**src/rtl/xor_accum_bank.sv**
```systemverilog
// xor_accum_bank: CHANNELS registered XOR/XNOR lanes of WIDTH bits, each able to
// load a fresh (a ^ b) or fold it into its previous result. Also provides
// per-lane parity, a saturating count of accepted words and a busy flag.
// Nothing advances unless the supply pins read vcc=1, gnd=0.
//
// Handshake: a word is accepted on every rising edge where the block is powered,
// not recovering from NOPWR, and in_valid=1; there is no ready/backpressure.
// out_valid is high for exactly the one cycle following an accepted word, and
// y/parity/count in that cycle reflect that word.
//
// dbg_state encoding: 0 = IDLE, 1 = RUN, 2 = NOPWR.
module xor_accum_bank #(
  parameter int WIDTH    = 4,
  parameter int CHANNELS = 4,
  parameter int CNT_W    = 8
) (
  input  logic                      clk,
  input  logic                      reset,
  input  logic                      vcc,
  input  logic                      gnd,
  input  logic                      in_valid,
  input  logic                      accum,
  input  logic                      xnor_mode,
  input  logic                      clear,
  input  logic [CHANNELS*WIDTH-1:0] a,
  input  logic [CHANNELS*WIDTH-1:0] b,
  output logic [CHANNELS*WIDTH-1:0] y,
  output logic [CHANNELS-1:0]       parity,
  output logic                      out_valid,
  output logic [CNT_W-1:0]          count,
  output logic                      busy,
  output logic [1:0]                dbg_state
);

  typedef enum logic [1:0] {
    IDLE  = 2'd0,
    RUN   = 2'd1,
    NOPWR = 2'd2
  } state_t;

  localparam logic [CNT_W-1:0] CNT_ONE = {{(CNT_W-1){1'b0}}, 1'b1};
  localparam logic [CNT_W-1:0] CNT_MAX = {CNT_W{1'b1}};

  state_t                      state_q, state_d;
  logic [CHANNELS*WIDTH-1:0]   y_q, y_d;
  logic [CHANNELS-1:0]         par_q, par_d;
  logic [CNT_W-1:0]            cnt_q, cnt_d;
  logic                        ov_q, ov_d;

  logic                        powered;
  logic [WIDTH-1:0]            lane_w;
  logic [CHANNELS*WIDTH-1:0]   lane_nxt;
  logic [CHANNELS-1:0]         lane_par;
  logic [CNT_W-1:0]            cnt_inc;

  // Per-lane datapath: fresh XOR, optional fold into the old lane value
  // (suppressed by clear, which wipes history first), then optional inversion.
  always_comb begin
    lane_w   = '0;
    lane_nxt = '0;
    lane_par = '0;
    for (int k = 0; k < CHANNELS; k++) begin
      lane_w = a[k*WIDTH +: WIDTH] ^ b[k*WIDTH +: WIDTH];
      if (accum && !clear) lane_w = lane_w ^ y_q[k*WIDTH +: WIDTH];
      if (xnor_mode) lane_w = ~lane_w;
      lane_nxt[k*WIDTH +: WIDTH] = lane_w;
      lane_par[k]                = ^lane_w;
    end
  end

  // Saturating increment: the counter parks at all-ones and never wraps.
  always_comb begin
    cnt_inc = (cnt_q == CNT_MAX) ? cnt_q : cnt_q + CNT_ONE;
  end

  // Next-state and register updates. Unknown supply pins fall into the
  // unpowered branch. The edge that leaves NOPWR only lands in IDLE and
  // accepts nothing, so a recovered block always restarts from IDLE.
  always_comb begin
    state_d = state_q;
    y_d     = y_q;
    par_d   = par_q;
    cnt_d   = cnt_q;
    ov_d    = 1'b0;
    powered = vcc & ~gnd;
    if (powered) begin
      if (state_q == NOPWR) begin
        state_d = IDLE;
      end else if (in_valid) begin
        y_d     = lane_nxt;
        par_d   = lane_par;
        cnt_d   = clear ? CNT_ONE : cnt_inc;
        ov_d    = 1'b1;
        state_d = RUN;
      end else if (clear) begin
        y_d     = '0;
        par_d   = '0;
        cnt_d   = '0;
        state_d = IDLE;
      end
    end else begin
      state_d = NOPWR;
    end
  end

  // State and datapath registers; reset discards all accumulated history.
  always_ff @(posedge clk or posedge reset) begin
    if (reset) begin
      state_q <= IDLE;
      y_q     <= '0;
      par_q   <= '0;
      cnt_q   <= '0;
      ov_q    <= 1'b0;
    end else begin
      state_q <= state_d;
      y_q     <= y_d;
      par_q   <= par_d;
      cnt_q   <= cnt_d;
      ov_q    <= ov_d;
    end
  end

  assign y         = y_q;
  assign parity    = par_q;
  assign count     = cnt_q;
  assign out_valid = ov_q;
  assign busy      = (state_q == RUN);
  assign dbg_state = state_q;

endmodule
```
**config.mk**
```make
export PLATFORM = sky130hd
export DESIGN_NAME = xor_accum_bank
export DESIGN_NICKNAME = d
export VERILOG_FILES = /design/src/rtl/xor_accum_bank.sv
export SDC_FILE = /design/constraint.sdc
export NUM_CORES = 1
export LEC_CHECK = 0
export BUFFER_PORTS_ARGS = -buffer_cell sky130_fd_sc_hd__buf_4
export CAP_MARGIN = 25
export CORE_UTILIZATION = 52
export DETAILED_ROUTE_END_ITERATION = 8
export GPL_TIMING_DRIVEN = 1
export PLACE_DENSITY_LB_ADDON = 0.1
export SYNTH_ARGS = -nofsm -noshare
export SYNTH_HDL_FRONTEND = slang
export SYNTH_SLANG_ARGS = --single-unit
```
**constraint.sdc**
```tcl
create_clock -name clk -period 3.5 [get_ports clk]
set_input_delay 0.175 -clock clk [delete_from_list [all_inputs] [get_ports clk]]
set_output_delay 0.175 -clock clk [all_outputs]
set_load 0.02 [all_outputs]
```
### After elaboration in Yosys (flattened, before gate mapping)

Cells that the tools add are included.

| storage, ports and cells | value |
|---|---|
| bits in registers | 31 |
| latch bits | 0 |
| RAM bits | 0 |
| bits in read-only memories | 0 |
| input bits | 40 |
| output and inout bits | 32 |
| logic and storage cells | 58 |
| memories kept | 0 |

| cells by class | value |
|---|---|
| add/subtract/negate cells | 1 |
| $mul | 0 |
| divide/modulo/power cells | 0 |
| $lt $le $gt $ge | 0 |
| equal/unequal tests | 5 |
| shifts and indexed selects | 0 |
| mux-type cells | 23 |
| bitwise logic cells | 15 |
| reductions and logical operators | 9 |

Operators by type and width:

| cell | number |
|---|---|
| 4-bit 2-to-1 mux | 10 |
| 16-bit 2-to-1 mux | 2 |
| 8-bit 2-to-1 mux | 4 |
| 4-bit bitwise XOR | 8 |
| 4-bit inverter | 4 |
| 4-bit parity | 4 |
| 8-bit by 1-bit adder with 8-bit output (second input constant) | 1 |
| 8-bit == test (second input constant) | 1 |
| 2-bit 2-to-1 mux | 4 |
| 4-bit by 3-bit != test with 1-bit output (second input constant) | 1 |
| 4-bit AND reduction | 1 |
| 1-bit 2-to-1 mux | 3 |
| 3-bit AND reduction | 1 |
| 2-bit by 1-bit == test with 1-bit output (second input constant) | 1 |
| 2-bit == test (second input constant) | 1 |
| 2-bit != test (second input constant) | 1 |
| 1-bit inverter | 2 |
| 2-bit nonzero test | 1 |
| 1-bit AND | 1 |
| 1-bit logical AND | 1 |
| 1-bit logical NOT | 1 |

### Depth between registers and ports, before layout

Gate-level depths: netlist of run 1.

| depth | value |
|---|---|
| depth after elaboration | 7 |
| depth in mapped cells | 7 |
| depth with buffers taken out | 6 |

### Least setup slack after synthesis of run 1

Ideal clock, no wire load.

| path | value |
|---|---|
| path kind | flip-flop to flip-flop |
| start | reg cnt_q[0], in the netlist count[0] |
| end | reg cnt_q[3], in the netlist count[3] |
| library setup time | 0.077 ns |
| arrival | 1.526 ns |
| data required time | 3.423 ns |
| path slack | 1.896 ns |
| cell stages (with the launch flop) | 7 |
| path buffers | 0 |
| clock period less this slack | 1.604 ns |
| path through | dfrtp_1 > ha_1 > nand2_1 > nor3_1 > nor3_1 > xnor2_1 > a21oi_1 |

| between the ends | value |
|---|---|
| cells in the longest elaborated chain, start to end | 4 |
| elaborated cells on any way between the ends | 7 |
| those cells by class | add/sub: 1; eq/ne: 2; mux: 3; reduce/logical: 1 |

RTL lines:

| element | line | source |
|---|---|---|
| from (decl) | 47 | `logic [CNT_W-1:0] cnt_q, cnt_d;` |
| from (signal assigned) | 118 | `cnt_q <= cnt_d;` |
| 8-bit by 1-bit adder with 8-bit output | 73 | `cnt_inc = (cnt_q == CNT_MAX) ? cnt_q : cnt_q + CNT_ONE;` |
| 8-bit 2-to-1 mux | 73 |  |
| 8-bit 2-to-1 mux | 92 | `cnt_d = clear ? CNT_ONE : cnt_inc;` |
| 8-bit 2-to-1 mux | 89 | `end else if (in_valid) begin` |

Parallel ways exist; a longest one is shown, timed or not. The select of a mux whose other input is x is not followed.
A chain may end at the register's enable or synchronous reset.

### Final worst setup path of run 1

| path | value |
|---|---|
| start | reg state_q[0], in the netlist dbg_state[0] |
| end | reg cnt_q[2], in the netlist count[2] |

| between the ends | value |
|---|---|
| cells in the longest elaborated chain, start to end | 3 |

RTL lines:

| element | line | source |
|---|---|---|
| from (decl) | 44 | `state_t state_q, state_d;` |
| from (signal assigned) | 115 | `state_q <= state_d;` |
| 2-bit == test | 87 | `if (state_q == NOPWR) begin` |
| 1-bit inverter (no source line) | - |  |
| 4-bit AND reduction (no source line) | - |  |

No other way between the ends.

==> run_results.csv, run 1 <==
group,metric,value,unit
place,place_inst,305,
routing,drcViolationCount,0,
place,io_buffers,71,
place,post-dp-hpwl,3.16,mm
die,start_util,55.6,%
setup_path,endpoint_kind,"flop",
sta,setup_viol,0,
sta,finalCritPeriodShare,52.8,%
die,core_area,0.00377,mm^2
min_path,min_path_type,"primary input to async pin",
power_and_ir_drop,intPower,0.875,mW
sta,slew_violations,0,
run_status,status,"complete, but fails checks",
routing,wl_per_cell,13.9,um
routing,num_vias,1655,
grt,overflow,0,
setup_path,cp-start-kind,"flop",
logic_synthesis,postSynthCellCount,195,
cells_and_area,areaGrowthSynthToFinish,30.3,%
sta,worstMarginPinSlew,0.653,ns
clock_network,cts_buffer_depth,2,
cells_and_area,diodes,0,
logic_synthesis,synth.avg_cell_area,10.8,um^2
logic_synthesis,ys_dominant_reg_cell,"dfrtp_1",
cells_and_area,seqCellArea,776,um^2
power_and_ir_drop,switchingPower,0.455,mW
run_status,violations,"negative hold slack",
cells_and_area,fin_cells,312,
sta,hold_ws,-0.00670,ns
sta,max-slew-margin-rel,56.4,%
clock_network,cts_tree,"done",
sta,timing.fmax,0.541,GHz
logic_synthesis,ys_seq_area_share,37.0,%
logic_synthesis,async_reset_ff_share,100,%
power_and_ir_drop,comb_power_share,41.8,%
place,dp_slack,1.63,ns
cells_and_area,fin_area,0.00273,mm^2
power_and_ir_drop,power.density,487,mW/mm^2
cells_and_area,n_fill_cell,289,
cells_and_area,final_nets,305,
setup_path,r2r_end,"count[2]",
setup_path,r2r_setup_slack,1.65,ns
logic_synthesis,synth.distinct_cells,32,
logic_synthesis,synth_nets,236,
logic_synthesis,syn_area,0.00210,mm^2
cells_and_area,post-route-util,72.5,%
grt,antenna_found_initial,0,
power_and_ir_drop,p_clk_share,20.9,%
sta,hold_viol_final,12,
power_and_ir_drop,power.leakage,1.35,nW
clock_network,root_buffer,"clkbuf_8",
setup_path,crit_type,"flop to flop",
cells_and_area,multiInputGateArea,0.00124,mm^2
logic_synthesis,synth_seq_cells,31,
grt,grt_max_degree,32,
grt,grt_first_pass_wirelength,7.04,mm
power_and_ir_drop,total_power,1.33,mW
sta,fin_setup_tns,0,ns
grt,grt_pass1_vias,1578,
sta,min_period,1.85,ns
sta,fin_skew,0.00453,ns
place,place.gp.congestion,0.862,
routing,dr.pass1.iters,4,
clock_network,cts_buffers,5,
clock_network,cts.clk_slew.worst_paths,0.06,ns
clock_network,htree_levels,2,
power_and_ir_drop,swShare,34.2,%
die,pin_count,72,
die,die-area,0.00429,mm^2
setup_path,crit_arrival,2.06,ns
logic_synthesis,yosysWarnings,0,
routing,ant_nets,0,
clock_network,clk_latency,0.28,ns
setup_path,r2r_start,"dbg_state[0]",
routing,via_per_inst,5.30,
cells_and_area,final_layout_size_suffix_gt1_share,34.5,%
setup_path,reg2reg_depth,5,
die,die_x,65.5,um
setup_path,required,3.71,ns
die,die_h,65.5,um
logic_synthesis,synth-edff-count,0,
power_and_ir_drop,seq_power_share,37.4,%
routing,wl,4.33,mm
clock_network,cts.sinks,31,
run,cap_viol_max_count,0,
setup_path,crit_path_max_fanout,22,
grt,gr-usage-all-layers,21.6,%
place,place_area,0.00265,mm^2
power_and_ir_drop,peakVddDrop,291,uV
clock_network,postCtsSetupBuffers,0,
clock_network,cts_hold_buf,0,
sta,fin_ws,1.65,ns
die,num_rows,22,
routing,drt_iter0_drc,73,
sta,rsz0062_at_grt,"false",
clock_network,cts_resized,0,
[cell families after synthesis]
| family | after synthesis | share of synthesized area (%) |
|---|---|---|
| compound gates | 35 | 9.37 |
| xor+xnor | 47 | 32.2 |
| fa+ha+maj | 1 | 0.597 |
| buf+inv | 15 | 3.94 |
| flops | 31 | 37.0 |
| mux | 1 | 0.477 |
| simple gates | 65 | 16.4 |
[registers in the layout, indices dropped and copies added (netlist names)]
signal	count
dbg_state	2
count	8
y	16
parity	4
out_valid	1
[power by group through the flow]
stage          Sequential [mW]  Combinational, mW  Clock [mW]
3_3_place_gp             0.501              0.551           0
4_1_cts                  0.498              0.563       0.289
5_1_grt                  0.507              0.602       0.301
2_1_floorplan            0.584              0.274           0
3_5_place_dp             0.504              0.561           0
6_report                 0.497              0.556       0.278
[critical path: stages, from the launching register on]
cell	delay, ns
dfrtp_1	0.38
nand2b_1	0.17
and2_1	0.26
nand2_1	0.44
o31ai_1	0.38
a22o_1	0.16
[layer usage]
metal,wire length [um],global-route usage (%),up-vias
met5,0,0,-
met4,39,5.98,0
met3,233,3.99,5
met2,2130,37.0,55
met1,1920,27.8,792
li1,-,-,803
[final cells by class]
type / count / area share [%]
clock inverters: 1 / 0.183
inverters: 4 / 0.549
well taps: 48 / 2.20
multi-input cells: 149 / 45.3
clock buffers: 6 / 3.02
flip-flops and latches: 31 / 28.4
repair buffers: 73 / 20.3
[layout by cell type, fill, tap and decap left out, types with 2 or more instances in the layout]
cell,count
nor4_1,2
a21oi_1,6
nor2b_1,5
nand2_1,27
nor3_1,3
nand3_1,4
xnor3_2,2
nor2_1,3
clkbuf_8,6
xnor2_1,28
xnor3_4,5
o21ai_1,4
nand3b_1,17
buf_4,72
inv_1,4
dfrtp_1,31
xnor3_1,9
xnor2_2,3
nand2b_1,2
o21ai_0,19
[cell usage after synthesis, types with 5 or more instances]
master / count / share of area, %
dfrtp_1: 31 / 37
nor2b_1: 5 / 1.5
a21oi_1: 6 / 1.4
nand2_1: 27 / 4.8
xnor3_1: 9 / 9.7
o21ai_0: 19 / 4.5
xnor2_1: 28 / 12
clkbuf_1: 7 / 1.3
xnor3_4: 5 / 6.3
nand3b_1: 17 / 6.1
[how the worst max path moves through the flow]
stage | to | slack, ns | from
floorplan | count[3] | 1.90 | count[0]
global placement | count[5] | 1.69 | clear
detailed placement | count[2] | 1.63 | gnd
CTS | count[2] | 1.64 | dbg_state[0]
global route | count[2] | 1.41 | dbg_state[0]
finish | count[2] | 1.65 | dbg_state[0]
No activity file was read; power rests on OpenSTA's default activity.
==> run 2, diff against run 1 <==
--- a/config.mk
+++ b/config.mk
@@ -5,6 +5,7 @@
 export SDC_FILE = /design/constraint.sdc
 export NUM_CORES = 1
 export LEC_CHECK = 0
+export ABC_AREA = 1
 export BUFFER_PORTS_ARGS = -buffer_cell sky130_fd_sc_hd__buf_4
 export CAP_MARGIN = 25
 export CORE_UTILIZATION = 52
==> constraint.sdc (replaced) <==
create_clock -name clk -period 1.8 [get_ports clk]
set_input_delay 0.09 -clock clk [delete_from_list [all_inputs] [get_ports clk]]
set_output_delay 0.09 -clock clk [all_outputs]
set_load 0.02 [all_outputs]
==> run 2 against run 1 <==
- sequential power increased by 99%
- synthesized cell count up 150%
- core utilization down 4.5 points
- highest routed layer unchanged
- area after synthesis grew 42%
- clock power increased by 130%
- die area increased by 41%
- global-route usage up 4.0 points
- largest cell class unchanged
- critical path type unchanged
- combinational power increased by 130%
- the flow now finishes without violations
- maximum frequency up 9.8%
==> run_results.csv, run 2 <==
group,metric,value,unit
run_status,status,"finished clean",
setup_path,r2r_end,"count[7]",
logic_synthesis,yosysWarnings,0,
die,pin_count,72,
sta,setup_viol,0,
logic_synthesis,synthAdderAreaFrac,0.419,%
run,cap_viol_max_count,0,
sta,worstMarginPinSlew,0.423,ns
setup_path,required,1.97,ns
grt,busiest_layer,"met2",
die,start_util,54.2,%
grt,overflow,0,
routing,ant_nets,0,
sta,timing.fmax,0.594,GHz
grt,gr-usage-all-layers,25.6,%
logic_synthesis,ys_top_cells_by_count,"nand2_1, nand3_1, inv_1",
sta,max-slew-margin-rel,71.8,%
die,die_x,77.8,um
logic_synthesis,async_reset_ff_share,100,%
logic_synthesis,synth_most_common_cell,"nand2_1",
setup_path,crit_type,"flop to flop",
power_and_ir_drop,power.density,775,mW/mm^2
logic_synthesis,synth_top_family_by_area,"simple AND/OR/NAND/NOR gates",
logic_synthesis,synth_nets,528,
clock_network,htree_levels,2,
clock_network,cts_buffer_depth,2,
min_path,min_to,"dbg_state[1]",
place,io_buffers,71,
sta,slew_violations,0,
setup_path,path_buf_inv,1,
logic_synthesis,ys_top_cells_by_area,"nand2_1, dfrtp_1, nand3_1",
clock_network,cts_tree,"done",
routing,wl_per_cell,11.3,um
place,place_area,0.00359,mm^2
logic_synthesis,ys_seq_area_share,26.0,%
logic_synthesis,yosys.area.top_type,"nand2_1",
grt,grt_first_pass_wirelength,12.4,mm
clock_network,clk_latency,0.29,ns
routing,drt_iter0_drc,154,
setup_path,crit_path_max_fanout,9,
setup_path,slowest_stage,"dfrtp_1",
setup_path,crit_arrival,1.86,ns
setup_path,r2r_start,"count[0]",
die,die-area,0.00605,mm^2
clock_network,cts.sinks,31,
cells_and_area,mostFrequentLayoutCell,"nand2_1",
setup_path,startpoint,"count[0]",
place,post-dp-hpwl,5.37,mm
routing,drcViolationCount,0,
sta,hold_ws,0.0446,ns
setup_path,cp_top_family,"simple AND/OR/NAND/NOR gates",
setup_path,r2r_setup_slack,0.12,ns
die,num_rows,27,
grt,met2_usage,45.6,%
cells_and_area,largest_register_ffs,16,
logic_synthesis,synth_compound_area_share,6.37,%
grt,grt_pass1_vias,2976,
power_and_ir_drop,total_power,2.90,mW
clock_network,cts_buffers,5,
sta,finalCritPeriodShare,93.6,%
cells_and_area,final_layout_size_suffix_gt1_share,26.5,%
die,die_h,77.8,um
setup_path,cp-start-kind,"flop",
setup_path,cpMostUsedCell,"nand2_2",
logic_synthesis,synth_simple_gate_area_share,53.7,%
logic_synthesis,synth.distinct_cells,31,
setup_path,cp_slowest_stage_delay,0.40,ns
min_path,min_path_cells,3,
cells_and_area,post-route-util,68.0,%
grt,grt.met3_usage,5.29,%
setup_path,crit_chain,"ha_2 > nand2_2 > nor2_2 > nand2_2 > nor2_4 > nand3_2 > nand2_4 > inv_6 > a21o_1 > nand2_1 > nor2_1",
cells_and_area,final_cell_mix,"nand2_1, buf_4, nand3_1",
logic_synthesis,postSynthCellCount,487,
cells_and_area,fin_cells,641,
routing,dr.pass1.iters,4,
logic_synthesis,ys_dominant_reg_cell,"dfrtp_1",
sta,min_period,1.68,ns
grt,grt_max_degree,33,
logic_synthesis,synth_mux_area_share,0,%
sta,fin_ws,0.115,ns
setup_path,reg2reg_depth,11,
clock_network,root_buffer,"clkbuf_8",
logic_synthesis,synth_top_area_share,26.8,%
logic_synthesis,synth-edff-count,0,
routing,via_per_inst,4.95,
place,place_inst,626,
cells_and_area,final_nets,609,
grt,antenna_found_initial,0,
min_path,min_path_type,"primary input to flop",
routing,num_vias,3171,
place,dp_slack,0.119,ns
die,core_area,0.00551,mm^2
routing,wl,7.23,mm
sta,hold_viol_final,0,
cells_and_area,areaGrowthSynthToFinish,25.4,%
cells_and_area,diodes,0,
logic_synthesis,synth_xor_area_share,1.17,%
logic_synthesis,syn_area,0.00299,mm^2
grt,grt_use_met1,30.9,%
logic_synthesis,synth_seq_cells,31,
min_path,hold_start,"gnd",
clock_network,cts.clk_slew.worst_paths,0.07,ns
setup_path,endpoint_kind,"flop",
sta,fin_setup_tns,0,ns
power_and_ir_drop,power.leakage,2.20,nW
power_and_ir_drop,peakVddDrop,611,uV
sta,fin_skew,0.00625,ns
logic_synthesis,synth.avg_cell_area,6.13,um^2
cells_and_area,fin_area,0.00374,mm^2
place,place.gp.congestion,0.792,
==> run 2: cell count changes after synthesis, moves of 17 or more <==
cell      previous run  this run
nand3b_1            17         0
nand2_1             27       213
nand2_2              0        21
xnor2_1             28         4
inv_1                4        60
nand3_1              4        66
==> run 2: report_power, final <==
group | internal (mW) | leakage, nW | switching, mW | total [mW]
clock network | 0.349 | 0.0515 | 0.277 | 0.626
logic | 0.546 | 1.75 | 0.741 | 1.29
registers | 0.847 | 0.398 | 0.140 | 0.987
==> run 2: kinds of logic (layout without fill, tap and decap cells) <==
group / after synthesis / after routing
flops: 31 / 31
xor+xnor: 4 / 4
compound gates: 30 / 30
buf+inv: 85 / 166
simple gates: 336 / 337
fa+ha+maj: 1 / 1
==> run 2: timing repair <==
action | in CTS | in global routing
hold buffers | 1 | 0
hold endpoints to repair | 31 | 0
buffers inserted | 0 | 5
setup endpoints to repair | 0 | 4
gates resized for setup | 0 | 1
==> run 2: worst max path at each step <==
stage / cells after the start / slack (ns) / end
global placement: 11 / 0.17 / count[7]
detailed placement: 11 / 0.12 / count[7]
floorplan: 11 / 0.08 / count[7]
global route: 11 / -0.003 / count[7]
CTS: 11 / 0.08 / count[7]
finish: 11 / 0.12 / count[7]
==> run 2: final cells by class <==
class | instances | area, um^2
sequential | 31 | 776
tap | 72 | 90.1
fill | 503 | 1760
inverter | 75 | 289
multi-input combinational | 372 | 1850
timing repair buffer | 83 | 638
clock buffer | 8 | 100
==> run 2: layer usage <==
metal / share of wire (%) / up-vias
met1: 45 / 1419
met5: 0 / -
met3: 5.4 / 7
li1: - / 1666
met2: 48 / 79
met4: 1.1 / 0
==> run 2: worst min-delay path: stages <==
cell and delay (ns):
buf_4 0.08, nor2_1 0.05, o21ai_0 0.07
